===== config.mk =====
export PLATFORM = sky130hd
export DESIGN_NAME = sys_array_seq_flat
export DESIGN_NICKNAME = d
export VERILOG_FILES = /design/src/rtl/sys_array_seq_if.sv /design/src/rtl/sys_array_seq.sv /design/src/flat_wrapper.sv
export SDC_FILE = /design/constraint.sdc
export NUM_CORES = 1
export LEC_CHECK = 0
export BUFFER_PORTS_ARGS = -buffer_cell sky130_fd_sc_hd__clkbuf_2
export CORE_AREA = 2 2 306 308
export DETAILED_ROUTE_END_ITERATION = 10
export DIE_AREA = 0 0 308 310
export HOLD_SLACK_MARGIN = 0.06
export RECOVER_POWER = 100
export REMOVE_ABC_BUFFERS = 1
export SYNTH_ARGS = -nofsm -noshare
export SYNTH_HDL_FRONTEND = slang
export SYNTH_SLANG_ARGS = --single-unit
export TNS_END_PERCENT = 20

===== constraint.sdc =====
create_clock -name clk -period 2.6 [get_ports clk]
set_input_delay 0.39 -clock clk [delete_from_list [all_inputs] [get_ports clk]]
set_output_delay 0.39 -clock clk [all_outputs]
set_load 0.01 [all_outputs]

===== src/rtl/sys_array_seq_if.sv =====
// Bundles the job handshake, operand-buffer read port and systolic-array control of sys_array_seq.
// Latency: wiring only. Backpressure: none; the sequencer accepts a start only while ready is high.
// Ports: master = sequencer side (drives ready/buf_rd_*/arr_*/result/done/err),
//        slave  = environment side (drives start/k_len/buf_*_data/arr_calc_done/arr_out_c).
interface sys_array_seq_if #(
   parameter int WIDTH      = 16,
   parameter int ARR_HEIGHT = 4,
   parameter int ARR_WIDTH  = 4,
   parameter int SYS_HEIGHT = 1,
   parameter int SYS_WIDTH  = 1,
   parameter int K_MAX      = 64
);
   localparam int KW = $clog2(K_MAX + 1);
   localparam int AW = SYS_HEIGHT * ARR_HEIGHT * WIDTH;
   localparam int BW = SYS_WIDTH * ARR_WIDTH * WIDTH;
   localparam int CW = SYS_HEIGHT * ARR_HEIGHT * SYS_WIDTH * ARR_WIDTH * WIDTH;

   logic          start;
   logic [KW-1:0] k_len;
   logic          ready;
   logic          buf_rd_en;
   logic [KW-1:0] buf_rd_addr;
   logic [AW-1:0] buf_a_data;
   logic [BW-1:0] buf_b_data;
   logic          arr_reset;
   logic [AW-1:0] arr_in_a;
   logic [BW-1:0] arr_in_b;
   logic          arr_in_done;
   logic          arr_calc_done;
   logic [CW-1:0] arr_out_c;
   logic [CW-1:0] result;
   logic          done;
   logic          err;

   modport master (
      input  start, k_len, buf_a_data, buf_b_data, arr_calc_done, arr_out_c,
      output ready, buf_rd_en, buf_rd_addr, arr_reset, arr_in_a, arr_in_b,
             arr_in_done, result, done, err
   );

   modport slave (
      output start, k_len, buf_a_data, buf_b_data, arr_calc_done, arr_out_c,
      input  ready, buf_rd_en, buf_rd_addr, arr_reset, arr_in_a, arr_in_b,
             arr_in_done, result, done, err
   );
endinterface


===== src/rtl/sys_array_seq.sv =====
// Sequences one matrix job through a systolic array: reset it, stream k_len operand beats, wait for the result.
// Latency: accept-to-done = 1 (ARST) + k_len (FEED) + 1 (FLUSH) + W (WAIT, up to calc_done or TIMEOUT) + 1 (DONE).
// Backpressure: single job in flight; start is ignored unless ready (IDLE), illegal k_len is rejected with an err pulse.
// Ports: clk, reset (sync, active-high), bus (sys_array_seq_if.master: job handshake, buffer read, array control).
module sys_array_seq #(
   parameter int WIDTH      = 16,
   parameter int ARR_HEIGHT = 4,
   parameter int ARR_WIDTH  = 4,
   parameter int SYS_HEIGHT = 1,
   parameter int SYS_WIDTH  = 1,
   parameter int K_MAX      = 64,
   parameter int TIMEOUT    = 1023
) (
   input logic              clk,
   input logic              reset,
   sys_array_seq_if.master  bus
);
   localparam int KW = $clog2(K_MAX + 1);
   localparam int AW = SYS_HEIGHT * ARR_HEIGHT * WIDTH;
   localparam int BW = SYS_WIDTH * ARR_WIDTH * WIDTH;
   localparam int CW = SYS_HEIGHT * ARR_HEIGHT * SYS_WIDTH * ARR_WIDTH * WIDTH;
   localparam int TW = $clog2(TIMEOUT + 1);

   typedef enum logic [2:0] {IDLE, ARST, FEED, FLUSH, WAIT, DONE} state_t;

   state_t        state;
   logic [KW-1:0] k_q;
   logic [KW-1:0] beat;       // doubles as the buffer read address
   logic          rd_en;
   logic          load_q;     // buffer data is valid this cycle (read issued last cycle)
   logic [TW-1:0] wait_cnt;
   logic          ready_q;
   logic          arr_reset_q;
   logic [AW-1:0] in_a_q;
   logic [BW-1:0] in_b_q;
   logic          in_done_q;
   logic [CW-1:0] result_q;
   logic          done_q;
   logic          err_q;

   always_ff @(posedge clk) begin
      if (reset) begin
         state       <= IDLE;
         k_q         <= '0;
         beat        <= '0;
         rd_en       <= 1'b0;
         load_q      <= 1'b0;
         wait_cnt    <= '0;
         ready_q     <= 1'b1;
         arr_reset_q <= 1'b1;
         in_a_q      <= '0;
         in_b_q      <= '0;
         in_done_q   <= 1'b0;
         result_q    <= '0;
         done_q      <= 1'b0;
         err_q       <= 1'b0;
      end else begin
         done_q <= 1'b0;
         err_q  <= 1'b0;

         // Operands follow the read by one cycle, independent of state, so the
         // last beat is captured during FLUSH without special casing.
         load_q <= rd_en;
         if (load_q) begin
            in_a_q <= bus.buf_a_data;
            in_b_q <= bus.buf_b_data;
         end

         case (state)
            IDLE: begin
               arr_reset_q <= 1'b0;
               if (bus.start) begin
                  if (bus.k_len != '0 && bus.k_len <= KW'(K_MAX)) begin
                     k_q         <= bus.k_len;
                     beat        <= '0;
                     ready_q     <= 1'b0;
                     arr_reset_q <= 1'b1;
                     state       <= ARST;
                  end else begin
                     err_q <= 1'b1;
                  end
               end
            end
            ARST: begin
               arr_reset_q <= 1'b0;
               beat        <= '0;
               rd_en       <= 1'b1;
               state       <= FEED;
            end
            FEED: begin
               if (beat == k_q - KW'(1)) begin
                  rd_en <= 1'b0;
                  beat  <= '0;
                  state <= FLUSH;
               end else begin
                  beat <= beat + KW'(1);
               end
            end
            FLUSH: begin
               in_done_q <= 1'b1;
               wait_cnt  <= '0;
               state     <= WAIT;
            end
            WAIT: begin
               if (bus.arr_calc_done) begin
                  result_q  <= bus.arr_out_c;
                  in_done_q <= 1'b0;
                  done_q    <= 1'b1;
                  state     <= DONE;
               end else if (wait_cnt == TW'(TIMEOUT - 1)) begin
                  // Give up: result keeps the last good value, err flags the timeout.
                  in_done_q <= 1'b0;
                  done_q    <= 1'b1;
                  err_q     <= 1'b1;
                  state     <= DONE;
               end else begin
                  wait_cnt <= wait_cnt + TW'(1);
               end
            end
            DONE: begin
               ready_q <= 1'b1;
               state   <= IDLE;
            end
            default: begin
               ready_q <= 1'b1;
               state   <= IDLE;
            end
         endcase
      end
   end

   assign bus.ready       = ready_q;
   assign bus.buf_rd_en   = rd_en;
   assign bus.buf_rd_addr = beat;
   assign bus.arr_reset   = arr_reset_q;
   assign bus.arr_in_a    = in_a_q;
   assign bus.arr_in_b    = in_b_q;
   assign bus.arr_in_done = in_done_q;
   assign bus.result      = result_q;
   assign bus.done        = done_q;
   assign bus.err         = err_q;
endmodule


===== src/flat_wrapper.sv =====
// flat-port wrapper written by rule: the top's interface ports become plain ports
module sys_array_seq_flat 
#(
   parameter int WIDTH      = 16,
   parameter int ARR_HEIGHT = 4,
   parameter int ARR_WIDTH  = 4,
   parameter int SYS_HEIGHT = 1,
   parameter int SYS_WIDTH  = 1,
   parameter int K_MAX      = 64,
   parameter int TIMEOUT    = 1023
)
  (clk, reset, bus_start, bus_k_len, bus_buf_a_data, bus_buf_b_data, bus_arr_calc_done, bus_arr_out_c, bus_ready, bus_buf_rd_en, bus_buf_rd_addr, bus_arr_reset, bus_arr_in_a, bus_arr_in_b, bus_arr_in_done, bus_result, bus_done, bus_err);
  sys_array_seq_if #(.WIDTH(WIDTH), .ARR_HEIGHT(ARR_HEIGHT), .ARR_WIDTH(ARR_WIDTH), .SYS_HEIGHT(SYS_HEIGHT), .SYS_WIDTH(SYS_WIDTH), .K_MAX(K_MAX)) bus_i ();
  input logic clk;
  input logic reset;
  input wire logic [$bits(bus_i.start)-1:0] bus_start;
  input wire logic [$bits(bus_i.k_len)-1:0] bus_k_len;
  input wire logic [$bits(bus_i.buf_a_data)-1:0] bus_buf_a_data;
  input wire logic [$bits(bus_i.buf_b_data)-1:0] bus_buf_b_data;
  input wire logic [$bits(bus_i.arr_calc_done)-1:0] bus_arr_calc_done;
  input wire logic [$bits(bus_i.arr_out_c)-1:0] bus_arr_out_c;
  output wire logic [$bits(bus_i.ready)-1:0] bus_ready;
  output wire logic [$bits(bus_i.buf_rd_en)-1:0] bus_buf_rd_en;
  output wire logic [$bits(bus_i.buf_rd_addr)-1:0] bus_buf_rd_addr;
  output wire logic [$bits(bus_i.arr_reset)-1:0] bus_arr_reset;
  output wire logic [$bits(bus_i.arr_in_a)-1:0] bus_arr_in_a;
  output wire logic [$bits(bus_i.arr_in_b)-1:0] bus_arr_in_b;
  output wire logic [$bits(bus_i.arr_in_done)-1:0] bus_arr_in_done;
  output wire logic [$bits(bus_i.result)-1:0] bus_result;
  output wire logic [$bits(bus_i.done)-1:0] bus_done;
  output wire logic [$bits(bus_i.err)-1:0] bus_err;
  assign bus_i.start = bus_start;
  assign bus_i.k_len = bus_k_len;
  assign bus_i.buf_a_data = bus_buf_a_data;
  assign bus_i.buf_b_data = bus_buf_b_data;
  assign bus_i.arr_calc_done = bus_arr_calc_done;
  assign bus_i.arr_out_c = bus_arr_out_c;
  assign bus_ready = bus_i.ready;
  assign bus_buf_rd_en = bus_i.buf_rd_en;
  assign bus_buf_rd_addr = bus_i.buf_rd_addr;
  assign bus_arr_reset = bus_i.arr_reset;
  assign bus_arr_in_a = bus_i.arr_in_a;
  assign bus_arr_in_b = bus_i.arr_in_b;
  assign bus_arr_in_done = bus_i.arr_in_done;
  assign bus_result = bus_i.result;
  assign bus_done = bus_i.done;
  assign bus_err = bus_i.err;
  sys_array_seq #(.WIDTH(WIDTH), .ARR_HEIGHT(ARR_HEIGHT), .ARR_WIDTH(ARR_WIDTH), .SYS_HEIGHT(SYS_HEIGHT), .SYS_WIDTH(SYS_WIDTH), .K_MAX(K_MAX), .TIMEOUT(TIMEOUT)) u_core (.clk(clk), .reset(reset), .bus(bus_i));
endmodule

==> impl_metrics.prom, run 1 <==
# TYPE chip_impl_metric gauge
chip_impl_info{name="outcome",value="finished, final reports clean"} 1
chip_impl_metric{name="nFillCells",unit=""} 10030
chip_impl_metric{name="power_per_cell_area",unit="nW/um^2"} 601.4
chip_impl_info{name="criticalPathCategory",value="flip-flop to flip-flop"} 1
chip_impl_metric{name="synthDistinctLibCells",unit=""} 56
chip_impl_metric{name="critical_path_arrival",unit="ps"} 2820
chip_impl_info{name="critPathLaunchType",value="flip-flop"} 1
chip_impl_metric{name="drive_gt1_share",unit="%"} 17.76
chip_impl_metric{name="dp.final_hpwl",unit="mm"} 48.25
chip_impl_metric{name="p_sw_share",unit="%"} 23.99
chip_impl_metric{name="max_freq",unit="GHz"} 0.4256
chip_impl_metric{name="layout.core_utilization",unit="%"} 27.41
chip_impl_metric{name="worst_ep_required_time",unit="ps"} 3070
chip_impl_metric{name="die-height",unit="um"} 310
chip_impl_metric{name="clock_power_share",unit="%"} 45.6
chip_impl_metric{name="remaining_drc_errors",unit=""} 0
chip_impl_metric{name="final_antenna_net_count",unit=""} 0
chip_impl_metric{name="fin_crit",unit="ps"} 2350
chip_impl_metric{name="clock_insertion_delay_worst_skew",unit="ps"} 590
chip_impl_metric{name="slew_headroom",unit="%"} 13.79
chip_impl_metric{name="post_layout_nonfiller_instances",unit=""} 4136
chip_impl_metric{name="detail_route.wirelength",unit="mm"} 67.75
chip_impl_metric{name="skew",unit="ps"} 13.58
chip_impl_metric{name="via_count",unit=""} 16440
chip_impl_metric{name="synth_async_sr_flop_share",unit="%"} 0
chip_impl_info{name="layout.cells.most_common_list",value="nand2_1, clkbuf_1, dfxtp_1"} 1
chip_impl_metric{name="totalPowerFinal",unit="mW"} 15.24
chip_impl_metric{name="i_o_buffers",unit=""} 791
chip_impl_metric{name="initialDrtViolationCount",unit=""} 1011
chip_impl_info{name="grt_setup_unrepaired",value="no"} 1
chip_impl_metric{name="yosys_warnings",unit=""} 0
chip_impl_metric{name="yosysSeqAreaShare",unit="%"} 55.54
chip_impl_metric{name="ratio_of_routed_vias_to_standard_cells",unit=""} 3.975
chip_impl_metric{name="max-cap-violations",unit=""} 0
chip_impl_info{name="ys.flop_type",value="dfxtp_1"} 1
chip_impl_metric{name="area_growth",unit="%"} 68.24
chip_impl_metric{name="globalRouteOverflowTotal",unit=""} 0
chip_impl_metric{name="power_frac_comb",unit="%"} 10.8
chip_impl_metric{name="cell_area_after_synthesis",unit="sq um"} 15070
chip_impl_metric{name="initial_core_utilization",unit="%"} 16.29
chip_impl_metric{name="grt.total_usage",unit="%"} 13.04
chip_impl_metric{name="leakage",unit="nW"} 9.415
chip_impl_metric{name="fp.dieW",unit="um"} 308
chip_impl_metric{name="seq_power_share",unit="%"} 43.6
chip_impl_metric{name="htreeDepth",unit=""} 2
chip_impl_metric{name="timing.final.crit_share",unit="%"} 90.37
chip_impl_metric{name="standard_cell_core_area",unit="sq um"} 92490
chip_impl_metric{name="report.final.slew_viol_count",unit=""} 0
chip_impl_metric{name="floorplan.die_area",unit="sq um"} 95480
chip_impl_metric{name="std_cell_rows",unit=""} 112
chip_impl_metric{name="io-pin-count",unit=""} 792
chip_impl_metric{name="cts_buffer_depth",unit=""} 3
chip_impl_metric{name="place_congestion",unit=""} 0.8275
chip_impl_metric{name="placedCellCount",unit=""} 3668
chip_impl_metric{name="largest_net_degree_at_the_start_of_global_routing",unit=""} 111
chip_impl_info{name="root_buffer",value="clkbuf_16"} 1
chip_impl_metric{name="yosys_reg_bits",unit=""} 418
chip_impl_metric{name="clkSinkCount",unit=""} 418
chip_impl_metric{name="antenna_found_initial",unit=""} 9
chip_impl_metric{name="worst_ir_drop_vdd",unit="mV"} 0.3999
chip_impl_metric{name="layout_setup_ws",unit="ps"} 250.4
chip_impl_metric{name="final_nets",unit=""} 3295
chip_impl_metric{name="wire_length_of_the_first_global_routing_pass",unit="mm"} 95.55
chip_impl_metric{name="transition_time_at_the_pin_with_the_least_slew_margin",unit="ps"} 1293
chip_impl_info{name="setup.worst_path.end_class",value="flip-flop"} 1
chip_impl_metric{name="detailedRoute.firstPassIterationCount",unit=""} 5
chip_impl_metric{name="count_of_flip_flops_with_a_built_in_enable_after_synthesis",unit=""} 0
chip_impl_metric{name="vias_in_the_first_global_route",unit=""} 16100
chip_impl_metric{name="path_max_fanout",unit=""} 36
chip_impl_metric{name="cts_made_buffers",unit=""} 49
chip_impl_info{name="tritoncts",value="yes"} 1
chip_impl_metric{name="setup_violations",unit=""} 0
chip_impl_info{name="layout.cells.most_common",value="nand2_1"} 1
chip_impl_metric{name="p_sw",unit="mW"} 3.657
chip_impl_metric{name="drt-wirelength-per-cell",unit="um"} 16.38
chip_impl_metric{name="clk_transition_reported_paths",unit="ps"} 60
chip_impl_metric{name="post-place-ws",unit="ps"} 322.6
chip_impl_metric{name="syn-mean-instance-area",unit="sq um"} 8.644
chip_impl_metric{name="hold-worst-slack",unit="ps"} 97.28
chip_impl_metric{name="synthesis.instances",unit=""} 1743
chip_impl_metric{name="hold_viol",unit=""} 0
chip_impl_metric{name="cell_internal_pwr",unit="mW"} 11.59
chip_impl_metric{name="number_of_cells_upsized_or_downsized_after_cts",unit=""} 0
chip_impl_info{name="worstHoldPathType",value="primary input to flip-flop"} 1
[power by group through the flow]
stage / clock network, mW / registers (mW) / logic [mW]
2_1_floorplan: 0 / 6.87 / 0.430
3_5_place_dp: 0 / 6.79 / 1.22
3_3_place_gp: 0 / 6.79 / 1.21
4_1_cts: 7.21 / 6.65 / 1.69
6_report: 6.95 / 6.65 / 1.65
5_1_grt: 7.45 / 6.66 / 1.78
[routing by layer]
metal	wire length, um	part of all wire, %	GRT usage [%]	vias up
li1	-	-	-	8029
met1	28410	42	16.01	7614
met2	31480	46	21.39	671
met3	5795	8.6	3.937	117
met4	2011	3.0	5.037	8
met5	58	0.086	0	-
[sequential cells by signal (all words and copies together) (netlist names), 3 cells and up]
| name | cells |
|---|---|
| u_core.bus.arr_in_b | 64 |
| u_core.k_q | 7 |
| u_core.wait_cnt | 10 |
| u_core.bus.result | 256 |
| u_core.state | 3 |
| u_core.bus.arr_in_a | 64 |
| u_core.bus.buf_rd_addr | 7 |
[worst paths after layout]
kind	from	end	slack, ps	depth (start not counted)
worst max-delay path	u_core.state[1]$_SDFFE_PP0P_	u_core.bus.result[128]$_SDFFE_PP0P_	250	6
worst min-delay path	bus_arr_out_c[69]	u_core.bus.result[69]$_SDFFE_PP0P_	100	3
worst max register to register	u_core.state[1]$_SDFFE_PP0P_	u_core.bus.result[128]$_SDFFE_PP0P_	250	6
worst min register to register	u_core.bus.result[220]$_SDFFE_PP0P_	u_core.bus.result[220]$_SDFFE_PP0P_	450	2
[worst max-delay path, stage by stage (launching register included)]
cell      delay [ps]
dfxtp_1          420
nor2_1           350
nand3_2          330
clkbuf_2         530
buf_12           340
nand2_1          100
a21oi_1           70
[stage by stage]
stage / setup TNS [ps] / cell area, sq um
floorplan: -1114550 / 14500
global placement: 0 / 20640
detailed placement: 0 / 20640
CTS: 0 / 26000
global route: 0 / 25340
finish: 0 / 25350
[synthesized netlist by cell type, drive strengths merged (4+ instances only)]
cell | number | area share [%]
xnor2 | 12 | 0.70
a211oi | 4 | 0.23
xor2 | 4 | 0.23
nand2 | 528 | 13
a31oi | 8 | 0.37
nand3 | 9 | 0.33
nor2 | 156 | 3.9
inv | 11 | 0.27
clkbuf | 83 | 2.1
a21oi | 264 | 8.8
ha | 4 | 0.33
buf | 43 | 1.6
mux2i | 135 | 9.0
nor3 | 7 | 0.31
nand3b | 4 | 0.22
dfxtp | 418 | 56
nor4 | 6 | 0.25
o21ai | 6 | 0.20
[layout make-up]
| class | instances | area [sq um] | share of cell area (%) |
|---|---|---|---|
| sequential | 418 | 8369 | 33.02 |
| clock buffer | 78 | 1509 | 5.953 |
| multi-input combinational | 1188 | 6093 | 24.04 |
| timing repair buffer | 1228 | 7711 | 30.42 |
| clock inverter | 11 | 112.6 | 0.4443 |
| antenna | 5 | 12.51 | 0.04936 |
| tap | 1197 | 1498 | 5.909 |
| inverter | 11 | 41.29 | 0.1629 |
[kinds of logic (layout without fill, tap and decap cells)]
| kind of cell | Yosys count | after routing | share of synthesized area, % |
|---|---|---|---|
| compound gates | 298 | 298 | 10.71 |
| xor+xnor | 17 | 17 | 1.080 |
| fa+ha+maj | 4 | 4 | 0.3322 |
| buf+inv | 137 | 1328 | 4.003 |
| flops | 418 | 418 | 55.54 |
| mux | 135 | 135 | 8.969 |
| other cells | 0 | 5 | 0 |
| simple gates | 734 | 734 | 19.36 |
[timing repair]
action                                  CTS  global route
hold buffers                            374             0
setup buffers                             0             0
hold endpoints to repair                374             0
endpoints found under the setup margin    0             0
Power figures use the tool's default switching activity.
==> inputs of run 2 (changes only) <==
--- a/config.mk
+++ b/config.mk
@@ -10,6 +10,7 @@
 export DETAILED_ROUTE_END_ITERATION = 10
 export DIE_AREA = 0 0 308 310
 export HOLD_SLACK_MARGIN = 0.06
+export PLACE_DENSITY_LB_ADDON = 0.3
 export RECOVER_POWER = 100
 export REMOVE_ABC_BUFFERS = 1
 export SYNTH_ARGS = -nofsm -noshare
==> run 2 against run 1 <==
Against the previous run:
- clock-buffer cell count fell by 3
- wire length is 4.8% lower
- clock skew grew 11 ps
- final area increased by 0.47%
- critical path depth fell by 3
- total power is 0.72% higher
- via count decreased by 2.6%
- non-clock buffer count rose by 1
==> impl_metrics.prom, run 2 (synthesis results as in run 1) <==
# TYPE chip_impl_metric gauge
chip_impl_info{name="cp_cell_sequence",value="buf_2, mux2i_1, nor2_1"} 1
chip_impl_metric{name="largest_register_ffs",unit=""} 256
chip_impl_metric{name="floorplan.die_area",unit="sq um"} 95480
chip_impl_info{name="timing.rr.start",value="u_core.load_q$_SDFF_PP0_"} 1
chip_impl_info{name="root_buffer",value="clkbuf_16"} 1
chip_impl_metric{name="area_growth",unit="%"} 69.04
chip_impl_metric{name="multiInputGateArea",unit="sq um"} 6075
chip_impl_metric{name="power_per_cell_area",unit="nW/um^2"} 602.9
chip_impl_metric{name="cts.repair_timing.setup_buffer_count",unit=""} 0
chip_impl_metric{name="drive_gt1_share",unit="%"} 17.98
chip_impl_metric{name="transition_time_at_the_pin_with_the_least_slew_margin",unit="ps"} 1075
chip_impl_metric{name="standard_cell_core_area",unit="sq um"} 92490
chip_impl_metric{name="nFillCells",unit=""} 10230
chip_impl_metric{name="vias_in_the_first_global_route",unit=""} 15790
chip_impl_info{name="critical_path.top_delay_family",value="flip-flops"} 1
chip_impl_metric{name="post-place-ws",unit="ps"} 349.3
chip_impl_info{name="grt_setup_unrepaired",value="no"} 1
chip_impl_metric{name="worst_ep_required_time",unit="ps"} 3090
chip_impl_metric{name="largest_net_degree_at_the_start_of_global_routing",unit=""} 77
chip_impl_metric{name="critical_path_arrival",unit="ps"} 2950
chip_impl_info{name="tritoncts",value="yes"} 1
chip_impl_metric{name="number_of_cells_upsized_or_downsized_after_cts",unit=""} 0
chip_impl_metric{name="skew",unit="ps"} 24.84
chip_impl_info{name="crit_path_top_delay_cell",value="dfxtp_2"} 1
chip_impl_metric{name="cts_made_buffers",unit=""} 50
chip_impl_metric{name="slowest_delay",unit="ps"} 990
chip_impl_metric{name="std_cell_rows",unit=""} 112
chip_impl_metric{name="final_antenna_net_count",unit=""} 0
chip_impl_metric{name="totalPowerFinal",unit="mW"} 15.35
chip_impl_info{name="layout.cells.most_common",value="nand2_1"} 1
chip_impl_info{name="hold_start",value="bus_arr_out_c[82]"} 1
chip_impl_metric{name="hold_viol",unit=""} 0
chip_impl_metric{name="die-height",unit="um"} 310
chip_impl_metric{name="slew_headroom",unit="%"} 27.98
chip_impl_metric{name="hold-worst-slack",unit="ps"} 116.0
chip_impl_info{name="worstHoldPathType",value="primary input to flip-flop"} 1
chip_impl_metric{name="worst_hold_path.num_cells",unit=""} 3
chip_impl_metric{name="fin_crit",unit="ps"} 2459
chip_impl_metric{name="initialDrtViolationCount",unit=""} 797
chip_impl_info{name="critPathLaunchType",value="flip-flop"} 1
chip_impl_metric{name="max-cap-violations",unit=""} 0
chip_impl_metric{name="via_count",unit=""} 16010
chip_impl_metric{name="layout_setup_ws",unit="ps"} 141.2
chip_impl_metric{name="r2r_setup_slack",unit="ps"} 140
chip_impl_metric{name="leakage",unit="nW"} 9.484
chip_impl_metric{name="cts.hold.buffers_added",unit=""} 382
chip_impl_metric{name="path_max_fanout",unit=""} 30
chip_impl_metric{name="htreeDepth",unit=""} 2
chip_impl_metric{name="antenna_found_initial",unit=""} 8
chip_impl_metric{name="drt-wirelength-per-cell",unit="um"} 15.60
chip_impl_metric{name="fp.dieW",unit="um"} 308
chip_impl_info{name="outcome",value="finished, final reports clean"} 1
chip_impl_metric{name="initial_core_utilization",unit="%"} 16.29
chip_impl_metric{name="dp.final_hpwl",unit="mm"} 46.23
chip_impl_metric{name="detailedRoute.firstPassIterationCount",unit=""} 5
chip_impl_metric{name="grt.total_usage",unit="%"} 12.54
chip_impl_info{name="timing.hold.worst_endpoint",value="u_core.bus.result[82]$_SDFFE_PP0P_"} 1
chip_impl_metric{name="max_freq",unit="GHz"} 0.4067
chip_impl_info{name="setup.worst_path.end_class",value="flip-flop"} 1
chip_impl_metric{name="detail_route.wirelength",unit="mm"} 64.52
chip_impl_metric{name="wire_length_of_the_first_global_routing_pass",unit="mm"} 92.57
chip_impl_metric{name="final_design_area_no_fill",unit="sq um"} 25470
chip_impl_metric{name="io-pin-count",unit=""} 792
chip_impl_metric{name="clk_transition_reported_paths",unit="ps"} 60
chip_impl_metric{name="clkSinkCount",unit=""} 418
chip_impl_metric{name="remaining_drc_errors",unit=""} 0
chip_impl_metric{name="clock_insertion_delay_worst_skew",unit="ps"} 620
chip_impl_metric{name="globalRouteOverflowTotal",unit=""} 0
chip_impl_metric{name="timing.final.crit_share",unit="%"} 94.57
chip_impl_metric{name="ratio_of_routed_vias_to_standard_cells",unit=""} 3.869
chip_impl_metric{name="cts_buffer_depth",unit=""} 3
chip_impl_metric{name="i_o_buffers",unit=""} 791
chip_impl_metric{name="seq_area",unit="sq um"} 8369
chip_impl_metric{name="placed_cell_area",unit="sq um"} 20620
chip_impl_info{name="criticalPathCategory",value="flip-flop to flip-flop"} 1
chip_impl_info{name="layout.cells.most_common_list",value="nand2_1, clkbuf_1, dfxtp_1"} 1
chip_impl_metric{name="place_congestion",unit=""} 0.7934
chip_impl_metric{name="timing.critical_path.buf_inv",unit=""} 1
chip_impl_metric{name="worst_ir_drop_vdd",unit="mV"} 0.4366
chip_impl_metric{name="timing.reg2reg.worst_path_depth",unit=""} 3
chip_impl_metric{name="report.final.slew_viol_count",unit=""} 0
chip_impl_info{name="r2r_path_end",value="u_core.bus.arr_in_a[15]$_SDFFE_PP0P_"} 1
chip_impl_metric{name="setup_violations",unit=""} 0
chip_impl_metric{name="final_nets",unit=""} 3297
## run 2: changes by cell type in the layout (fill, tap and decap cells not counted), sizes merged
cell / previous run / this run
buf: 37 / 39
clkbuf: 895 / 883
clkinvlp: 0 / 1
diode: 5 / 4
dlygate4sd3: 374 / 382
clkinv: 7 / 11
inv: 13 / 12
## run 2: cell type report
type                       count  area share, %
timing repair buffer        1229          30.73
tap                         1197          5.881
sequential                   418          32.86
antenna                        4        0.03930
clock buffer                  75          5.837
multi-input combinational   1188          23.85
clock inverter                15         0.6338
inverter                      11         0.1621
## run 2: routing by layer
layer	wire, um	track usage [%]	vias to the layer above
met2	30080	20.98	574
li1	-	-	8035
met3	5012	3.984	87
met1	27710	15.28	7303
met5	58	0	-
met4	1663	3.925	8
## run 2: through the flow
step / utilization [%] / TNS [ps] / cells
floorplan: - / -1114550 / 1617
global placement: 22.30 / 0 / 3661
detailed placement: 22.30 / 0 / 3661
CTS: 28.22 / 0 / 4133
global route: 27.53 / 0 / 4134
finish: 27.54 / 0 / 4137
## run 2: how the worst max path moves through the flow
stage	from	end	slack [ps]	cells after the start
finish	u_core.load_q$_SDFF_PP0_	u_core.bus.arr_in_a[15]$_SDFFE_PP0P_	140	3
global route	u_core.state[0]$_SDFFE_PP0P_	u_core.bus.result[13]$_SDFFE_PP0P_	70	6
CTS	u_core.wait_cnt[0]$_SDFFE_PP0P_	u_core.wait_cnt[7]$_SDFFE_PP0P_	350	8
detailed placement	u_core.wait_cnt[0]$_SDFFE_PP0P_	u_core.wait_cnt[7]$_SDFFE_PP0P_	350	8
global placement	u_core.wait_cnt[0]$_SDFFE_PP0P_	u_core.wait_cnt[9]$_SDFFE_PP0P_	360	8
floorplan	u_core.state[2]$_SDFFE_PP0P_	u_core.bus.result[0]$_SDFFE_PP0P_	-3220	3
## run 2: worst register-to-register path: cells and delay by family (launching register included)
kind	cells	cell delay [ps]
flip-flops	1	990
buffers and inverters	1	930
multiplexers	1	350
AND/OR/NAND/NOR	1	70
## run 2: power by group
part / total [mW] / switching [mW] / internal, mW
logic: 1.62 / 0.728 / 0.890
clock network: 7.09 / 2.94 / 4.15
registers: 6.65 / 0.110 / 6.54
total: 15.4 / 3.78 / 11.6
==> inputs of run 3 (changes only) <==
--- a/config.mk
+++ b/config.mk
@@ -5,10 +5,11 @@
 export SDC_FILE = /design/constraint.sdc
 export NUM_CORES = 1
 export LEC_CHECK = 0
+export ABC_AREA = 1
 export BUFFER_PORTS_ARGS = -buffer_cell sky130_fd_sc_hd__clkbuf_2
-export CORE_AREA = 2 2 306 308
+export CORE_AREA = 2 2 312 314
 export DETAILED_ROUTE_END_ITERATION = 10
-export DIE_AREA = 0 0 308 310
+export DIE_AREA = 0 0 314 316
 export HOLD_SLACK_MARGIN = 0.06
 export PLACE_DENSITY_LB_ADDON = 0.3
 export RECOVER_POWER = 100
==> run 3 against run 2 <==
Against the previous run:
- via count is 9.6% higher
- die area up 3.9%
- synthesized cell count up 13%
- global-route usage up 0.76 points
- clock skew down 11 ps
- final area increased by 4.2%
- sequential share of layout area decreased by 1.3 points
- critical path depth is 4 higher
- critical endpoint is now u_core.bus.result[44]$_SDFFE_PP0P_
- largest cell class unchanged
- highest routed layer unchanged
==> impl_metrics.prom, run 3 <==
# TYPE chip_impl_metric gauge
chip_impl_metric{name="place_congestion",unit=""} 0.8237
chip_impl_metric{name="synth_top_area_share",unit="%"} 50.35
chip_impl_info{name="outcome",value="finished, final reports clean"} 1
chip_impl_metric{name="dp.final_hpwl",unit="mm"} 49.58
chip_impl_metric{name="cts_made_buffers",unit=""} 50
chip_impl_info{name="grt_setup_unrepaired",value="no"} 1
chip_impl_metric{name="initialDrtViolationCount",unit=""} 1006
chip_impl_metric{name="timing.final.crit_share",unit="%"} 79.61
chip_impl_metric{name="fp.dieW",unit="um"} 314
chip_impl_metric{name="remaining_drc_errors",unit=""} 0
chip_impl_metric{name="area_growth",unit="%"} 59.64
chip_impl_metric{name="initial_core_utilization",unit="%"} 17.31
chip_impl_metric{name="drt-wirelength-per-cell",unit="um"} 15.98
chip_impl_metric{name="p_sw_share",unit="%"} 28.87
chip_impl_metric{name="transition_time_at_the_pin_with_the_least_slew_margin",unit="ps"} 1385
chip_impl_metric{name="max_freq",unit="GHz"} 0.4831
chip_impl_metric{name="count_of_flip_flops_with_a_built_in_enable_after_synthesis",unit=""} 0
chip_impl_metric{name="die-height",unit="um"} 316
chip_impl_metric{name="clkSinkCount",unit=""} 418
chip_impl_metric{name="drive_gt1_share",unit="%"} 22.77
chip_impl_info{name="criticalPathCategory",value="flip-flop to flip-flop"} 1
chip_impl_info{name="worstHoldPathType",value="primary input to flip-flop"} 1
chip_impl_metric{name="nFillCells",unit=""} 10510
chip_impl_metric{name="globalRouteOverflowTotal",unit=""} 0
chip_impl_metric{name="multiInputGateArea",unit="sq um"} 7076
chip_impl_info{name="synth_top_cells_by_count",value="dfxtp_1, nand2_1, nor2_1"} 1
chip_impl_metric{name="syn-mean-instance-area",unit="sq um"} 8.411
chip_impl_info{name="cp_cell_sequence",value="nor2_1, nand2_4, clkinv_8, nand2_4, clkbuf_2, nand2_1, a21oi_1"} 1
chip_impl_info{name="root_buffer",value="clkbuf_16"} 1
chip_impl_info{name="critical_path.top_delay_family",value="simple AND/OR/NAND/NOR gates"} 1
chip_impl_metric{name="floorplan.die_area",unit="sq um"} 99220
chip_impl_metric{name="cts_buffer_depth",unit=""} 3
chip_impl_metric{name="detail_route.wirelength",unit="mm"} 70.17
chip_impl_info{name="tritoncts",value="yes"} 1
chip_impl_metric{name="setup_violations",unit=""} 0
chip_impl_metric{name="slowest_delay",unit="ps"} 570
chip_impl_metric{name="cell_area_after_synthesis",unit="sq um"} 16620
chip_impl_info{name="setup.worst_path.end_class",value="flip-flop"} 1
chip_impl_metric{name="yosys_reg_bits",unit=""} 418
chip_impl_metric{name="cts.repair_timing.setup_buffer_count",unit=""} 0
chip_impl_metric{name="clock_power_share",unit="%"} 41.2
chip_impl_metric{name="power_per_cell_area",unit="nW/um^2"} 647.0
chip_impl_metric{name="largest_net_degree_at_the_start_of_global_routing",unit=""} 156
chip_impl_metric{name="i_o_buffers",unit=""} 791
chip_impl_info{name="synth_top_cell_by_area",value="dfxtp_1"} 1
chip_impl_metric{name="detailedRoute.firstPassIterationCount",unit=""} 5
chip_impl_metric{name="clock_insertion_delay_worst_skew",unit="ps"} 600
chip_impl_metric{name="worst_ir_drop_vdd",unit="mV"} 0.5266
chip_impl_metric{name="hold_viol",unit=""} 0
chip_impl_metric{name="timing.critical_path.buf_inv",unit=""} 2
chip_impl_metric{name="seq_area",unit="sq um"} 8372
chip_impl_info{name="layout.cells.most_common",value="dfxtp_1"} 1
chip_impl_info{name="post_synth_main_area_contributors",value="dfxtp_1, nand3_2, a21oi_1"} 1
chip_impl_metric{name="grt.total_usage",unit="%"} 13.31
chip_impl_metric{name="yosysSeqAreaShare",unit="%"} 50.35
chip_impl_metric{name="htreeDepth",unit=""} 2
chip_impl_metric{name="report.final.slew_viol_count",unit=""} 0
chip_impl_metric{name="yosys_warnings",unit=""} 0
chip_impl_metric{name="ratio_of_routed_vias_to_standard_cells",unit=""} 3.995
chip_impl_metric{name="skew",unit="ps"} 13.73
chip_impl_metric{name="path_max_fanout",unit=""} 50
chip_impl_metric{name="worst_ep_required_time",unit="ps"} 3120
chip_impl_info{name="post-synth-top-count-cell",value="dfxtp_1"} 1
chip_impl_metric{name="std_cell_rows",unit=""} 114
chip_impl_metric{name="power_frac_comb",unit="%"} 17.2
chip_impl_info{name="critical-path-top-cell-by-count",value="nand2_4"} 1
chip_impl_metric{name="number_of_cells_upsized_or_downsized_after_cts",unit=""} 0
chip_impl_metric{name="synthesis.instances",unit=""} 1976
chip_impl_metric{name="final_antenna_net_count",unit=""} 0
chip_impl_metric{name="seq_power_share",unit="%"} 41.5
chip_impl_metric{name="layout_setup_ws",unit="ps"} 530.1
chip_impl_metric{name="critical_path_arrival",unit="ps"} 2590
chip_impl_metric{name="synthDistinctLibCells",unit=""} 39
chip_impl_metric{name="io-pin-count",unit=""} 792
chip_impl_metric{name="via_count",unit=""} 17550
chip_impl_info{name="critPathLaunchType",value="flip-flop"} 1
chip_impl_metric{name="standard_cell_core_area",unit="sq um"} 95990
chip_impl_metric{name="largest_register_ffs",unit=""} 256
chip_impl_metric{name="fin_crit",unit="ps"} 2070
chip_impl_metric{name="post-place-ws",unit="ps"} 794.4
chip_impl_metric{name="totalPowerFinal",unit="mW"} 17.17
chip_impl_metric{name="vias_in_the_first_global_route",unit=""} 17460
chip_impl_metric{name="clk_transition_reported_paths",unit="ps"} 60
chip_impl_metric{name="max-cap-violations",unit=""} 0
chip_impl_info{name="crit_path_top_delay_cell",value="nand2_4"} 1
chip_impl_metric{name="wire_length_of_the_first_global_routing_pass",unit="mm"} 103.3
chip_impl_metric{name="antenna_found_initial",unit=""} 12
chip_impl_metric{name="p_sw",unit="mW"} 4.956
chip_impl_info{name="ys.flop_type",value="dfxtp_1"} 1
chip_impl_metric{name="leakage",unit="nW"} 10.01
chip_impl_metric{name="final_nets",unit=""} 3471
chip_impl_info{name="layout.cells.most_common_list",value="dfxtp_1, clkbuf_1, clkbuf_2"} 1
chip_impl_metric{name="synth_async_sr_flop_share",unit="%"} 0
chip_impl_metric{name="slew_headroom",unit="%"} 7.692
chip_impl_metric{name="cell_internal_pwr",unit="mW"} 12.21
-- run 3: area by class of cell --
cell class / instances / area share [%]
Clock inverter: 18 / 0.6507
Tap cell: 1276 / 6.017
Timing Repair Buffer: 1204 / 28.95
Clock buffer: 71 / 5.470
Multi-Input combinational cell: 1358 / 26.67
Sequential cell: 418 / 31.55
Inverter: 40 / 0.6272
Antenna cell: 7 / 0.06602
-- run 3: logic make-up after synthesis --
group / Yosys count / synth area share (%)
xor+xnor: 6 / 0.3162
compound gates: 428 / 13.20
flops: 418 / 50.35
buf+inv: 200 / 6.941
simple gates: 920 / 28.89
fa+ha+maj: 4 / 0.3011
-- run 3: timing repair --
item,4_1_cts,5_1_grt
endpoints found under the hold margin,377,0
endpoints found under the setup margin,0,0
hold buffers,377,0
-- run 3: metrics by stage --
step	hold WS (ps)	cell area, sq um	cells	TNS (ps)	util [%]
after global routing	68.16	26530	4389	0	27.63
after global placement	448.0	21670	3919	0	22.58
after floorplan	450.0	15620	1816	-839750	-
after detailed placement	450.9	21670	3919	0	22.58
final	124.4	26530	4392	0	27.64
after CTS	60.29	27070	4385	0	28.20
-- run 3: per-layer routing --
metal	GRT usage (%)	part of all wire [%]
met1	16.38	42
met2	21.83	47
met3	4.152	7.8
met4	4.774	3.1
met5	0	0.044
-- run 3: tightest hold or removal path: cells and delay by family --
family	cells	cell delay [ps]
buffers and inverters	1	100
AND/OR/NAND/NOR	1	100
AO/OA/AOI/OAI	1	70
-- run 3: final timing paths --
path | cells after the start | slack (ps) | endpoint | from
max reg2reg | 7 | 530 | u_core.bus.result[44]$_SDFFE_PP0P_ | u_core.state[0]$_SDFFE_PP0P_
max | 7 | 530 | u_core.bus.result[44]$_SDFFE_PP0P_ | u_core.state[0]$_SDFFE_PP0P_
min reg2reg | 2 | 460 | u_core.bus.result[154]$_SDFFE_PP0P_ | u_core.bus.result[154]$_SDFFE_PP0P_
min | 3 | 120 | u_core.bus.result[108]$_SDFFE_PP0P_ | bus_arr_out_c[108]
-- run 3: power by group through the flow --
stage	registers, mW	logic [mW]	clock network (mW)
floorplan	7.47	0.965	0
global placement	7.26	2.63	0
detailed placement	7.26	2.63	0
CTS	7.14	3.10	7.37
global route	7.19	3.26	7.63
finish	7.13	2.96	7.08
